File: config.mk
export PLATFORM = sky130hd
export DESIGN_NAME = pe_load_sequencer_flat
export DESIGN_NICKNAME = d
export VERILOG_FILES = /design/src/rtl/pe_load_sequencer_if.sv /design/src/rtl/pe_load_sequencer.sv /design/src/flat_wrapper.sv
export SDC_FILE = /design/constraint.sdc
export NUM_CORES = 1
export LEC_CHECK = 0
export ABC_AREA = 1
export CAP_MARGIN = 20
export CORE_UTILIZATION = 47
export DETAILED_ROUTE_END_ITERATION = 12
export GPL_TIMING_DRIVEN = 0
export PLACE_DENSITY = 0.8
export SYNTH_ARGS = -nofsm -noshare
export SYNTH_HDL_FRONTEND = slang
export SYNTH_SLANG_ARGS = --single-unit
File: constraint.sdc
create_clock -name clk -period 1.9 [get_ports clk]
set_input_delay 0.57 -clock clk [delete_from_list [all_inputs] [get_ports clk]]
set_output_delay 0.57 -clock clk [all_outputs]
set_load 0.1 [all_outputs]
File: src/rtl/pe_load_sequencer_if.sv
// Command, bus-source and PE-side signals of the PE load sequencer.
// master = command/bus/PE environment, slave = sequencer.
interface pe_load_sequencer_if #(
    parameter int DATA_WIDTH = 16,
    parameter int NUM_CH     = 3,
    parameter int CH_W       = 2,
    parameter int LEN_WIDTH  = 8
);
    logic                  cmd_valid;
    logic                  cmd_ready;
    logic [CH_W-1:0]       cmd_ch;
    logic [LEN_WIDTH-1:0]  cmd_len;
    logic                  cmd_full_col;
    logic [DATA_WIDTH-1:0] src_data;
    logic                  src_valid;
    logic                  src_ready;
    logic [NUM_CH-1:0]     pe_start;
    logic                  pe_full_col;
    logic [DATA_WIDTH-1:0] pe_data;
    logic [NUM_CH-1:0]     pe_en;
    logic [NUM_CH-1:0]     pe_pop;
    logic                  busy;
    logic                  done;
    logic                  err;

    modport master (
        output cmd_valid, cmd_ch, cmd_len, cmd_full_col,
        output src_data, src_valid, pe_pop,
        input  cmd_ready, src_ready, pe_start, pe_full_col,
        input  pe_data, pe_en, busy, done, err
    );

    modport slave (
        input  cmd_valid, cmd_ch, cmd_len, cmd_full_col,
        input  src_data, src_valid, pe_pop,
        output cmd_ready, src_ready, pe_start, pe_full_col,
        output pe_data, pe_en, busy, done, err
    );
endinterface

File: src/rtl/pe_load_sequencer.sv
// Credit-based multi-channel load sequencer feeding one PE's input FIFOs.
// Optional PE_SEQ_TIMEOUT_EN: abort a stalled STREAM after TIMEOUT_CYC cycles.
module pe_load_sequencer #(
    parameter int DATA_WIDTH   = 16,
    parameter int NUM_CH       = 3,
    parameter int CH_W         = 2,
    parameter int LEN_WIDTH    = 8,
    parameter int PE_FIFO_SIZE = 2,
    parameter int TIMEOUT_CYC  = 64
) (
    input logic                clk,
    input logic                rst,
    pe_load_sequencer_if.slave bus
);
    localparam int CRW = $clog2(PE_FIFO_SIZE + 1);
    localparam logic [CRW-1:0] LP_FULL = CRW'(PE_FIFO_SIZE);
    localparam logic [CH_W:0] LP_NCH = (CH_W + 1)'(NUM_CH);

    if (2 ** CH_W < NUM_CH) begin : g_ch_w_chk
        $error("CH_W too narrow for NUM_CH");
    end
    if (TIMEOUT_CYC < 1) begin : g_to_chk
        $error("TIMEOUT_CYC must be positive");
    end

    typedef enum logic [1:0] {S_IDLE, S_START, S_STREAM, S_DONE} state_t;

    state_t                r_state;
    state_t                w_next;
    logic [CH_W-1:0]       r_ch;
    logic [LEN_WIDTH-1:0]  r_rem;
    logic                  r_full_col;
    logic [DATA_WIDTH-1:0] r_data;
    logic [NUM_CH-1:0]     r_en;
    logic                  r_err;
    logic [CRW-1:0]        r_credit [NUM_CH];

    logic [NUM_CH-1:0] w_sel;
    logic [NUM_CH-1:0] w_nz;
    logic [NUM_CH-1:0] w_issue;
    logic              w_accept;
    logic              w_bad;
    logic              w_src_rdy;
    logic              w_xfer;
    logic              w_last;
    logic              w_timeout;

    always_comb begin
        w_sel = '0;
        w_nz  = '0;
        for (int c = 0; c < NUM_CH; c++) begin
            w_sel[c] = (r_ch == CH_W'(c));
            w_nz[c]  = (r_credit[c] != '0);
        end
    end

    assign w_accept  = bus.cmd_valid && (r_state == S_IDLE);
    assign w_bad     = ({1'b0, bus.cmd_ch} >= LP_NCH);
    assign w_src_rdy = (r_state == S_STREAM) && (|(w_sel & w_nz)) &&
                       (r_rem != '0);
    assign w_xfer    = bus.src_valid && w_src_rdy;
    assign w_last    = (r_rem == LEN_WIDTH'(1));
    assign w_issue   = w_xfer ? w_sel : '0;

`ifdef PE_SEQ_TIMEOUT_EN
    localparam int TW = $clog2(TIMEOUT_CYC + 1);
    logic [TW-1:0] r_stall;

    always_ff @(posedge clk or posedge rst) begin
        if (rst) begin
            r_stall <= '0;
        end else if (r_state != S_STREAM || w_xfer) begin
            r_stall <= '0;
        end else begin
            r_stall <= r_stall + 1'b1;
        end
    end

    assign w_timeout = (r_state == S_STREAM) && !w_xfer &&
                       (r_stall == TW'(TIMEOUT_CYC - 1));
`else
    assign w_timeout = 1'b0;
`endif

    always_ff @(posedge clk or posedge rst) begin
        if (rst) begin
            r_state <= S_IDLE;
        end else begin
            r_state <= w_next;
        end
    end

    always_comb begin
        w_next = r_state;
        unique case (r_state)
            S_IDLE:   if (w_accept && !w_bad) w_next = S_START;
            S_START:  w_next = (r_rem == '0) ? S_DONE : S_STREAM;
            S_STREAM: begin
                if (w_timeout)           w_next = S_IDLE;
                else if (w_xfer && w_last) w_next = S_DONE;
            end
            S_DONE:   w_next = S_IDLE;
            default:  w_next = S_IDLE;
        endcase
    end

    always_ff @(posedge clk or posedge rst) begin
        if (rst) begin
            r_ch       <= '0;
            r_rem      <= '0;
            r_full_col <= 1'b0;
            r_data     <= '0;
            r_en       <= '0;
            r_err      <= 1'b0;
        end else begin
            r_en  <= w_issue;
            r_err <= (w_accept && w_bad) || w_timeout;
            if (w_xfer) begin
                r_data <= bus.src_data;
                r_rem  <= r_rem - 1'b1;
            end
            if (w_accept) begin
                r_ch       <= bus.cmd_ch;
                r_rem      <= bus.cmd_len;
                r_full_col <= bus.cmd_full_col;
            end
        end
    end

    // pop and issue in the same cycle cancel; pops beyond full saturate
    always_ff @(posedge clk or posedge rst) begin
        if (rst) begin
            for (int c = 0; c < NUM_CH; c++) r_credit[c] <= LP_FULL;
        end else begin
            for (int c = 0; c < NUM_CH; c++) begin
                case ({bus.pe_pop[c], w_issue[c]})
                    2'b10: if (r_credit[c] != LP_FULL)
                               r_credit[c] <= r_credit[c] + 1'b1;
                    2'b01: r_credit[c] <= r_credit[c] - 1'b1;
                    default: ;
                endcase
            end
        end
    end

    assign bus.cmd_ready   = (r_state == S_IDLE);
    assign bus.src_ready   = w_src_rdy;
    assign bus.pe_start    = (r_state == S_START) ? w_sel : '0;
    assign bus.pe_full_col = r_full_col;
    assign bus.pe_data     = r_data;
    assign bus.pe_en       = r_en;
    assign bus.busy        = (r_state != S_IDLE);
    assign bus.done        = (r_state == S_DONE);
    assign bus.err         = r_err;
endmodule

File: src/flat_wrapper.sv
// flat-port wrapper written by rule: the top's interface ports become plain ports
module pe_load_sequencer_flat 
#(
    parameter int DATA_WIDTH   = 16,
    parameter int NUM_CH       = 3,
    parameter int CH_W         = 2,
    parameter int LEN_WIDTH    = 8,
    parameter int PE_FIFO_SIZE = 2,
    parameter int TIMEOUT_CYC  = 64
)
  (clk, rst, bus_cmd_valid, bus_cmd_ch, bus_cmd_len, bus_cmd_full_col, bus_src_data, bus_src_valid, bus_pe_pop, bus_cmd_ready, bus_src_ready, bus_pe_start, bus_pe_full_col, bus_pe_data, bus_pe_en, bus_busy, bus_done, bus_err);
  pe_load_sequencer_if #(.DATA_WIDTH(DATA_WIDTH), .NUM_CH(NUM_CH), .CH_W(CH_W), .LEN_WIDTH(LEN_WIDTH)) bus_i ();
  input logic clk;
  input logic rst;
  input wire logic [$bits(bus_i.cmd_valid)-1:0] bus_cmd_valid;
  input wire logic [$bits(bus_i.cmd_ch)-1:0] bus_cmd_ch;
  input wire logic [$bits(bus_i.cmd_len)-1:0] bus_cmd_len;
  input wire logic [$bits(bus_i.cmd_full_col)-1:0] bus_cmd_full_col;
  input wire logic [$bits(bus_i.src_data)-1:0] bus_src_data;
  input wire logic [$bits(bus_i.src_valid)-1:0] bus_src_valid;
  input wire logic [$bits(bus_i.pe_pop)-1:0] bus_pe_pop;
  output wire logic [$bits(bus_i.cmd_ready)-1:0] bus_cmd_ready;
  output wire logic [$bits(bus_i.src_ready)-1:0] bus_src_ready;
  output wire logic [$bits(bus_i.pe_start)-1:0] bus_pe_start;
  output wire logic [$bits(bus_i.pe_full_col)-1:0] bus_pe_full_col;
  output wire logic [$bits(bus_i.pe_data)-1:0] bus_pe_data;
  output wire logic [$bits(bus_i.pe_en)-1:0] bus_pe_en;
  output wire logic [$bits(bus_i.busy)-1:0] bus_busy;
  output wire logic [$bits(bus_i.done)-1:0] bus_done;
  output wire logic [$bits(bus_i.err)-1:0] bus_err;
  assign bus_i.cmd_valid = bus_cmd_valid;
  assign bus_i.cmd_ch = bus_cmd_ch;
  assign bus_i.cmd_len = bus_cmd_len;
  assign bus_i.cmd_full_col = bus_cmd_full_col;
  assign bus_i.src_data = bus_src_data;
  assign bus_i.src_valid = bus_src_valid;
  assign bus_i.pe_pop = bus_pe_pop;
  assign bus_cmd_ready = bus_i.cmd_ready;
  assign bus_src_ready = bus_i.src_ready;
  assign bus_pe_start = bus_i.pe_start;
  assign bus_pe_full_col = bus_i.pe_full_col;
  assign bus_pe_data = bus_i.pe_data;
  assign bus_pe_en = bus_i.pe_en;
  assign bus_busy = bus_i.busy;
  assign bus_done = bus_i.done;
  assign bus_err = bus_i.err;
  pe_load_sequencer #(.DATA_WIDTH(DATA_WIDTH), .NUM_CH(NUM_CH), .CH_W(CH_W), .LEN_WIDTH(LEN_WIDTH), .PE_FIFO_SIZE(PE_FIFO_SIZE), .TIMEOUT_CYC(TIMEOUT_CYC)) u_core (.clk(clk), .rst(rst), .bus(bus_i));
endmodule
==> run_results.csv, run 1 <==
group,metric,value,unit
outcome,run_status,"finished, violations left",
outcome,failed_checks,"negative setup slack",
floorplan,die_height,68.88,microns
global_route,grt_start_max_net_pins,40,
placement,gpl.final_weighted_congestion,0.7879,
timing,max_freq,479.6,MHz
worst_setup_path,timing.critical_path.buf_inv,1,
finish,final_util,76.66,%
yosys,netlist_top_cells_area,"sky130_fd_sc_hd__dfrtp_1 (43%), sky130_fd_sc_hd__mux2_4 (11%), sky130_fd_sc_hd__nand2_1 (11%)",
timing,setup_violations,4,
worst_setup_path,crit_fanout,5,
clocking,cts-buffers-inserted,5,
worst_setup_path,critPathRequiredTime,1.33,ns
floorplan,core,4144,sq um
yosys,synth_most_common_cell,"sky130_fd_sc_hd__nand2_1",
timing,maxSlewHeadroom,46.40,%
timing,fin_worst_skew,0.007251,ns
floorplan,ioPinCount,62,
floorplan,floorplan.rows,23,
timing,grt_setup_unrepaired,"true",
worst_setup_path,crit_slowest_cell,"sky130_fd_sc_hd__dfrtp_2",
worst_setup_path,crit_path_arrival_time,1.51,ns
yosys,synthDistinctLibCells,26,
timing,min_period,2.085,ns
timing,hold_viol,0,
routing,routed_len_inst,14.50,microns
floorplan,initial_utilization,50.72,%
yosys,synth.yosys.seq_area_share,46.61,%
yosys,netlist_top_cells_count,"sky130_fd_sc_hd__nand2_1 (64), sky130_fd_sc_hd__dfrtp_1 (36), sky130_fd_sc_hd__inv_1 (27)",
clocking,cts_tree,"yes",
yosys,synth_fp_nets,273,
floorplan,die_width,68.88,microns
clocking,numClockSinks,39,
routing,initialDrtViolationCount,92,
finish,total_inserted_antenna_cells,0,
yosys,post-synth-top-area-fraction,42.86,%
routing,firstDrtPassIters,4,
clocking,clk_pin_slew,0.08,ns
worst_setup_path,crit_family,"simple AND/OR/NAND/NOR gates",
yosys,largest_family_of_logic_cells_by_synthesized_area,"simple AND/OR/NAND/NOR gates",
timing,worst_pin_slew,0.8029,ns
yosys,fraction_of_the_mapped_netlist_area_in_simple_logic_gates,24.88,%
routing,drc_errors,0,
global_route,grt_remaining_overflow,0,
routing,dr_total_vias,1876,
worst_setup_path,worst-r2r-setup-slack,0.08,ns
global_route,grt_first_pass_wirelength,7596,microns
timing,worst_slack,-0.1850,ns
yosys,yosys.area_share.adder,3.571,%
timing,holdWs,0.4906,ns
placement,buffer_ports.inserted,61,
yosys,synthFlopType,"sky130_fd_sc_hd__dfrtp_1",
worst_setup_path,worstSetupPathType,"flop to primary output",
worst_setup_path,cp-start-kind,"flop",
clocking,clock_tree.htree_level_count,2,
timing,final_min_period_over_clock_period,109.7,%
clocking,cts-hold-fix-buffers,0,
routing,post_drt_via_cell_ratio,5.168,
yosys,synth-edff-count,0,
placement,preCtsSetupSlack,-0.9447,ns
yosys,synth_compound_gate_area_share,5.893,%
min_path,worst_min_delay_path_category,"flop to flop",
routing,final_antenna_net_count,0,
placement,hpwl,3353,microns
yosys,asyncSetResetFlopFracSynth,100.0,%
floorplan,die_area,4744,sq um
routing,finalWirelength,5265,microns
yosys,mappedNetlistArea,2102,sq um
global_route,antenna_found_initial,0,
timing,fin_tns_setup,-0.3170,ns
yosys,muxShareOfSynthArea,11.43,%
yosys,synth-xor-area-share,0.8333,%
clocking,worstSkewPairLatency,0.30,ns
clocking,cts-root-to-sink-buffers,2,
clocking,cts-root-buf,"sky130_fd_sc_hd__clkbuf_8",
worst_setup_path,critical_path.endpoint_type,"primary output",
worst_setup_path,cp_cell_sequence,"nor2_2 -> nand2_2 -> nand2_2 -> nor2_2 -> nor2_4 -> buf_12",
finish,finish.net_count,352,
worst_setup_path,timing.critical_path.slowest_cell_delay,0.46,ns
yosys,total_number_of_yosys_warnings,0,
yosys,synthesized_instance_count,233,
yosys,ys_seq_elements,39,
finish,share_of_final_layout_standard_cells_stronger_than_drive_strength_1,34.50,%
finish,syn_to_final_growth,51.13,%
timing,timing_max_transition_violations_final,0,
global_route,grt_pass1_vias,1737,
yosys,post-synth-top-area-cell,"sky130_fd_sc_hd__dfrtp_1",
flow_run,cap_viol_max_count,0,
global_route,grtUsageTotal,22.16,%
finish,filler_cell_count,276,
yosys,synthesis.area_per_instance,9.022,sq um
==> registers in the layout, indices dropped and copies added (netlist names) <==
signal                  flops
u_core.bus.err              1
u_core.bus.pe_data         16
u_core.bus.pe_en            3
u_core.bus.pe_full_col      1
u_core.r_ch                 2
u_core.r_credit             6
u_core.r_rem                8
u_core.r_state              2
==> worst min-delay path, cell delays in order (launching register included) <==
cell and delay [ns]:
sky130_fd_sc_hd__dfrtp_1 0.35, sky130_fd_sc_hd__nand2_1 0.05, sky130_fd_sc_hd__nand2_1 0.05
==> logic make-up (layout without fill, tap and decap cells) <==
family / Yosys count / count (layout)
multiplexers: 16 / 16
XOR/XNOR: 2 / 2
AND/OR/NAND/NOR: 117 / 117
AO/OA/AOI/OAI: 20 / 20
buffers and inverters: 33 / 113
adder cells (fa/ha/maj): 6 / 6
flip-flops: 39 / 39
==> worst paths after layout <==
| kind | startpoint | endpoint | cells past startpoint |
|---|---|---|---|
| max | u_core.r_ch[1]$_DFFE_PP0P_ | bus_src_ready | 6 |
| min | u_core.bus.pe_full_col$_DFFE_PP0P_ | u_core.bus.pe_full_col$_DFFE_PP0P_ | 2 |
| max reg2reg | u_core.r_state[0]$_DFFE_PP0P_ | u_core.r_state[1]$_DFFE_PP0P_ | 10 |
| min reg2reg | u_core.bus.pe_full_col$_DFFE_PP0P_ | u_core.bus.pe_full_col$_DFFE_PP0P_ | 2 |
| max in group asynchronous | rst | u_core.r_state[1]$_DFFE_PP0P_ | 2 |
| min in group asynchronous | rst | u_core.bus.pe_data[4]$_DFFE_PP0N_ | 2 |
==> layout by cell type (no fill, tap or decap), types with 7 or more instances in the layout <==
cell,count
sky130_fd_sc_hd__o21ai_0,9
sky130_fd_sc_hd__clkdlybuf4s50_1,33
sky130_fd_sc_hd__nand2_2,7
sky130_fd_sc_hd__clkdlybuf4s15_2,21
sky130_fd_sc_hd__nand2_1,60
sky130_fd_sc_hd__nand3_1,17
sky130_fd_sc_hd__mux2_4,16
sky130_fd_sc_hd__nor2_1,12
sky130_fd_sc_hd__inv_1,19
sky130_fd_sc_hd__buf_4,13
sky130_fd_sc_hd__dfrtp_1,33
==> metrics by stage <==
stage | std cells | area (sq um)
2_1_floorplan | 233 | 2142
3_3_place_gp | 344 | 2815
3_5_place_dp | 344 | 2815
4_1_cts | 355 | 3064
5_1_grt | 363 | 3177
6_report | 363 | 3177
==> timing repair <==
action,in CTS,in global routing
hold endpoints to repair,0,0
setup endpoints to repair,28,15
gates resized for setup,135,17
pin swaps,3,4
buffers inserted,3,8
==> area by class of cell <==
class / instances / area, sq um / share of cell area (%)
buffer: 5 / 37.54 / 1.182
clock buffer: 5 / 68.82 / 2.166
clock inverter: 3 / 43.79 / 1.378
inverter: 28 / 116.4 / 3.663
multi-input combinational: 161 / 1101 / 34.66
sequential: 39 / 983.4 / 30.96
tap: 50 / 62.56 / 1.969
timing repair buffer: 72 / 763.2 / 24.03
==> metal layers <==
layer	part of all wire (%)	vias up	GRT usage, %
met5	0	-	0
met4	2.7	0	11.99
met3	5.2	13	5.921
met2	51	68	36.89
met1	41	884	25.77
li1	-	911	-
Power of run 1 is not shown: default switching activity piles up to over one toggle a cycle in this logic, so the estimate is an artifact.
==> inputs of run 2 (changes only) <==
--- a/config.mk
+++ b/config.mk
@@ -7,10 +7,14 @@
 export LEC_CHECK = 0
 export ABC_AREA = 1
 export CAP_MARGIN = 20
-export CORE_UTILIZATION = 47
+export CELL_PAD_IN_SITES_DETAIL_PLACEMENT = 1
+export CELL_PAD_IN_SITES_GLOBAL_PLACEMENT = 1
+export CORE_UTILIZATION = 36
+export CTS_BUF_LIST = sky130_fd_sc_hd__clkbuf_4
 export DETAILED_ROUTE_END_ITERATION = 12
+export GPL_ROUTABILITY_DRIVEN = 0
 export GPL_TIMING_DRIVEN = 0
-export PLACE_DENSITY = 0.8
+export PLACE_DENSITY_LB_ADDON = 0.1
 export SYNTH_ARGS = -nofsm -noshare
 export SYNTH_HDL_FRONTEND = slang
 export SYNTH_SLANG_ARGS = --single-unit
==> run_results.csv, run 2 (synthesized netlist as in run 1, its figures left out) <==
group,metric,value,unit
outcome,run_status,"finished, violations left",
outcome,failed_checks,"negative setup slack",
routing,dr_total_vias,1878,
clocking,cts_tree,"yes",
worst_setup_path,critPathRequiredTime,1.33,ns
timing,final_min_period_over_clock_period,113.9,%
routing,finalWirelength,5616,microns
worst_setup_path,cp-start-kind,"flop",
finish,syn_to_final_growth,56.55,%
global_route,antenna_found_initial,1,
routing,firstDrtPassIters,4,
timing,grt_setup_unrepaired,"true",
timing,worst_slack,-0.2638,ns
clocking,clk_pin_slew,0.15,ns
timing,worst_pin_slew,0.8302,ns
clocking,numClockSinks,39,
routing,post_drt_via_cell_ratio,4.766,
placement,buffer_ports.inserted,61,
timing,fin_worst_skew,0.02433,ns
floorplan,initial_utilization,37.71,%
floorplan,die_width,78.41,microns
global_route,grt_first_pass_wirelength,9211,microns
placement,preCtsSetupSlack,-0.9409,ns
global_route,grt_pass1_vias,1925,
finish,top_library_cells_by_usage_in_the_layout_fill_and_taps_aside,"sky130_fd_sc_hd__nand2_1 (59), sky130_fd_sc_hd__dfrtp_1 (34), sky130_fd_sc_hd__clkdlybuf4s50_1 (33)",
clocking,cts-root-to-sink-buffers,2,
floorplan,die_area,6148,sq um
finish,largest_reg_flops,16,
finish,share_of_final_layout_standard_cells_stronger_than_drive_strength_1,38.01,%
timing,setup_violations,6,
clocking,cts-buffers-inserted,5,
global_route,grt_remaining_overflow,0,
floorplan,core,5574,sq um
placement,place_inst,366,
global_route,grtUsageTotal,19.75,%
routing,routed_len_inst,14.25,microns
clocking,worstSkewPairLatency,0.38,ns
placement,hpwl,3787,microns
clocking,cts-root-buf,"sky130_fd_sc_hd__clkbuf_4",
floorplan,floorplan.rows,27,
timing,hold_viol,0,
worst_setup_path,worstSetupPathType,"flop to primary output",
timing,min_period,2.164,ns
timing,fin_tns_setup,-1.146,ns
routing,drc_errors,0,
worst_setup_path,crit_fanout,2,
clocking,clock_tree.htree_level_count,2,
finish,finish.net_count,360,
routing,final_antenna_net_count,0,
global_route,grt_start_max_net_pins,40,
finish,layout.cells.most_common,"sky130_fd_sc_hd__nand2_1",
floorplan,die_height,78.41,microns
timing,max_freq,462.2,MHz
finish,fin_cells,394,
worst_setup_path,crit_path_arrival_time,1.59,ns
flow_run,cap_viol_max_count,0,
timing,timing_max_transition_violations_final,0,
timing,maxSlewHeadroom,44.58,%
min_path,worst_min_delay_path_category,"flop to flop",
worst_setup_path,critical_path.endpoint_type,"primary output",
floorplan,ioPinCount,62,
routing,initialDrtViolationCount,57,
[run 2: changes by cell type in the layout (fill, tap and decap cells not counted), sizes merged]
cell / change
buf: +14
clkdlybuf4s15: -12
clkbuf: -1
clkdlybuf4s18: +7
diode: +1
[run 2: final cells by class]
cell class              count  area (sq um)
inverters                  28         113.9
plain buffers               5         53.80
flip-flops and latches     39         982.2
multi-input cells         161          1129
clock inverters             3         43.79
well taps                  72         90.09
diodes                      1         2.502
fillers                   649          2283
clock buffers               5         37.54
repair buffers             80         838.3
[run 2: metrics by stage]
| stage | hold WS, ns | util (%) | area, sq um |
|---|---|---|---|
| after floorplan | 0.4716 | - | 2142 |
| after global placement | 0.4672 | 51.00 | 2843 |
| after detailed placement | 0.4697 | 51.00 | 2843 |
| after CTS | 0.5030 | 56.63 | 3157 |
| after global routing | 0.5253 | 59.03 | 3291 |
| final | 0.4933 | 59.03 | 3291 |
[run 2: path summary, 6_finish.rpt]
check / from / to / slack (ns) / cells after the start
max: u_core.r_credit[3]$_DFFE_PP1P_ / bus_src_ready / -0.26 / 7
min: u_core.bus.pe_full_col$_DFFE_PP0P_ / u_core.bus.pe_full_col$_DFFE_PP0P_ / 0.49 / 2
max reg2reg: u_core.r_rem[0]$_DFFE_PP0P_ / u_core.bus.pe_data[7]$_DFFE_PP0N_ / 0.10 / 8
min reg2reg: u_core.bus.pe_full_col$_DFFE_PP0P_ / u_core.bus.pe_full_col$_DFFE_PP0P_ / 0.49 / 2
max in group asynchronous: rst / u_core.r_ch[1]$_DFFE_PP0P_ / 0.63 / 2
min in group asynchronous: rst / u_core.bus.pe_data[13]$_DFFE_PP0N_ / 0.67 / 2
[run 2: worst max-delay path, cell delays in order, from the launching register on]
cell                      delay, ns
sky130_fd_sc_hd__dfstp_2       0.57
sky130_fd_sc_hd__inv_2         0.04
sky130_fd_sc_hd__nand2_2       0.07
sky130_fd_sc_hd__nand2_2       0.06
sky130_fd_sc_hd__nand2_2       0.09
sky130_fd_sc_hd__nor2_4        0.04
sky130_fd_sc_hd__nor2_4        0.15
sky130_fd_sc_hd__buf_12        0.19
[run 2: metal layers]
layer	global-route usage [%]	part of all wire [%]	vias up
met4	6.111	1.9	0
met3	4.186	2.8	7
met1	23.63	43	907
li1	-	-	931
met2	35.26	52	33
met5	0	0	-
[run 2: what timing repair did]
item | 4_1_cts | 5_1_grt
hold buffers | 0 | 0
buffers inserted | 10 | 9
pin swaps | 5 | 8
setup endpoints to repair | 32 | 45
resized for setup | 147 | 43
Power of run 2 is left out for the same reason.
==> inputs of run 3 (changes only) <==
--- a/config.mk
+++ b/config.mk
@@ -9,12 +9,15 @@
 export CAP_MARGIN = 20
 export CELL_PAD_IN_SITES_DETAIL_PLACEMENT = 1
 export CELL_PAD_IN_SITES_GLOBAL_PLACEMENT = 1
+export CORE_ASPECT_RATIO = 1.75
 export CORE_UTILIZATION = 36
 export CTS_BUF_LIST = sky130_fd_sc_hd__clkbuf_4
 export DETAILED_ROUTE_END_ITERATION = 12
 export GPL_ROUTABILITY_DRIVEN = 0
 export GPL_TIMING_DRIVEN = 0
 export PLACE_DENSITY_LB_ADDON = 0.1
+export REMOVE_ABC_BUFFERS = 1
+export SKIP_CTS_REPAIR_TIMING = 1
 export SYNTH_ARGS = -nofsm -noshare
 export SYNTH_HDL_FRONTEND = slang
 export SYNTH_SLANG_ARGS = --single-unit
==> run_results.csv, run 3 (synthesized netlist as in run 1, its figures left out) <==
group,metric,value,unit
routing,final_antenna_net_count,0,
worst_setup_path,crit_slowest_cell,"sky130_fd_sc_hd__dfrtp_1",
worst_setup_path,endpoint,"bus_src_ready",
finish,layout.cells.most_common,"sky130_fd_sc_hd__nand2_1",
floorplan,die_area,6160,sq um
placement,buffer_ports.inserted,61,
worst_setup_path,critPathRequiredTime,1.33,ns
clocking,cts-root-buf,"sky130_fd_sc_hd__clkbuf_4",
routing,dr_total_vias,1845,
routing,initialDrtViolationCount,35,
min_path,worst_min_delay_path_category,"flop to flop",
timing,max_freq,473.3,MHz
finish,largest_reg_flops,16,
finish,final_util,54.57,%
floorplan,die_width,59.76,microns
finish,finish.net_count,349,
clocking,worstSkewPairLatency,0.35,ns
timing,min_period,2.113,ns
floorplan,ioPinCount,62,
finish,total_inserted_antenna_cells,0,
clocking,cts-root-to-sink-buffers,2,
routing,post_drt_via_cell_ratio,4.780,
outcome,failed_checks,"negative setup slack",
worst_setup_path,crit-reg2reg-capture,"u_core.r_rem[1]$_DFFE_PP0P_",
global_route,grt_first_pass_wirelength,8045,microns
timing,hold_viol,0,
finish,syn_to_final_growth,45.00,%
global_route,grt_pass1_vias,1855,
finish,share_of_final_layout_standard_cells_stronger_than_drive_strength_1,35.48,%
placement,hpwl,3827,microns
routing,finalWirelength,5652,microns
worst_setup_path,critical_path.reg2reg.startpoint,"u_core.r_state[0]$_DFFE_PP0P_",
worst_setup_path,worstRegToRegCells,9,
worst_setup_path,worstSetupStartpoint,"u_core.r_ch[0]$_DFFE_PP0P_",
worst_setup_path,timing.critical_path.slowest_cell_delay,0.44,ns
clocking,clk_pin_slew,0.12,ns
global_route,grt_start_max_net_pins,40,
clocking,cts_tree,"yes",
worst_setup_path,critical_path.endpoint_type,"primary output",
timing,setup_violations,14,
worst_setup_path,crit_path_arrival_time,1.54,ns
clocking,numClockSinks,39,
floorplan,floorplan.rows,36,
timing,maxSlewHeadroom,42.89,%
worst_setup_path,cp-start-kind,"flop",
global_route,grt_remaining_overflow,0,
worst_setup_path,worst-r2r-setup-slack,-0.09,ns
global_route,grtUsageTotal,17.54,%
timing,worst_pin_slew,0.8555,ns
timing,grt_setup_unrepaired,"true",
clocking,clock_tree.htree_level_count,2,
routing,drc_errors,0,
worst_setup_path,crit_fanout,4,
outcome,run_status,"finished, violations left",
floorplan,die_height,103.1,microns
routing,firstDrtPassIters,4,
worst_setup_path,cp_cell_sequence,"inv_2 -> nand2_2 -> a21oi_2 -> nor2_2 -> nor2_4 -> buf_12",
global_route,antenna_found_initial,0,
routing,routed_len_inst,14.64,microns
timing,timing_max_transition_violations_final,0,
clocking,cts-buffers-inserted,5,
timing,fin_tns_setup,-1.286,ns
floorplan,initial_utilization,37.63,%
worst_setup_path,worstSetupPathType,"flop to primary output",
placement,preCtsSetupSlack,-0.9259,ns
floorplan,core,5585,sq um
flow_run,cap_viol_max_count,0,
timing,worst_slack,-0.2128,ns
timing,fin_worst_skew,0.01123,ns
timing,final_min_period_over_clock_period,111.2,%
finish,top_library_cells_by_usage_in_the_layout_fill_and_taps_aside,"sky130_fd_sc_hd__nand2_1 (59), sky130_fd_sc_hd__dfrtp_1 (34), sky130_fd_sc_hd__clkdlybuf4s50_1 (33)",
run 3: worst min-delay path by stage:
stage                                    endpoint  depth (start not counted)  slack, ns                                from
5_1_grt        u_core.bus.pe_data[14]$_DFFE_PP0N_                          1       0.54  u_core.bus.pe_data[14]$_DFFE_PP0N_
4_1_cts        u_core.bus.pe_full_col$_DFFE_PP0P_                          2       0.50  u_core.bus.pe_full_col$_DFFE_PP0P_
6_report       u_core.bus.pe_full_col$_DFFE_PP0P_                          2       0.50  u_core.bus.pe_full_col$_DFFE_PP0P_
3_3_place_gp   u_core.bus.pe_full_col$_DFFE_PP0P_                          2       0.47  u_core.bus.pe_full_col$_DFFE_PP0P_
2_1_floorplan      u_core.r_credit[1]$_DFFE_PP1P_                          2       0.47      u_core.r_credit[1]$_DFFE_PP1P_
3_5_place_dp   u_core.bus.pe_full_col$_DFFE_PP0P_                          2       0.47  u_core.bus.pe_full_col$_DFFE_PP0P_
run 3: cell type report:
type                    instances  area, sq um
multi-input cells             162         1126
well taps                      76        95.09
clock buffers                   5        37.54
inverters                      28        111.4
repair buffers                 73        651.9
flip-flops and latches         39        982.2
clock inverters                 3        43.79
fillers                       690         2537
run 3: stage by stage:
stage,area (sq um),hold slack (ns),cells
after global placement,2770,0.4738,365
after detailed placement,2770,0.4724,365
after global routing,3048,0.5381,386
after CTS,2851,0.5046,373
after floorplan,2064,0.4716,228
final,3048,0.4968,386
run 3: critical path: cells and delay by family, from the launching register on:
family,cells,cell delay [ns]
AO/OA/AOI/OAI,1,0.14
flip-flops,1,0.44
buffers and inverters,2,0.31
AND/OR/NAND/NOR,3,0.30
run 3: routing by layer:
layer	vias to the layer above	GRT usage, %	routed length, microns
met3	11	3.513	155
met1	893	16.89	2056
met2	38	34.36	3284
met5	-	0	0
met4	0	7.335	155
li1	903	-	-
Power of run 3 is left out for the same reason.
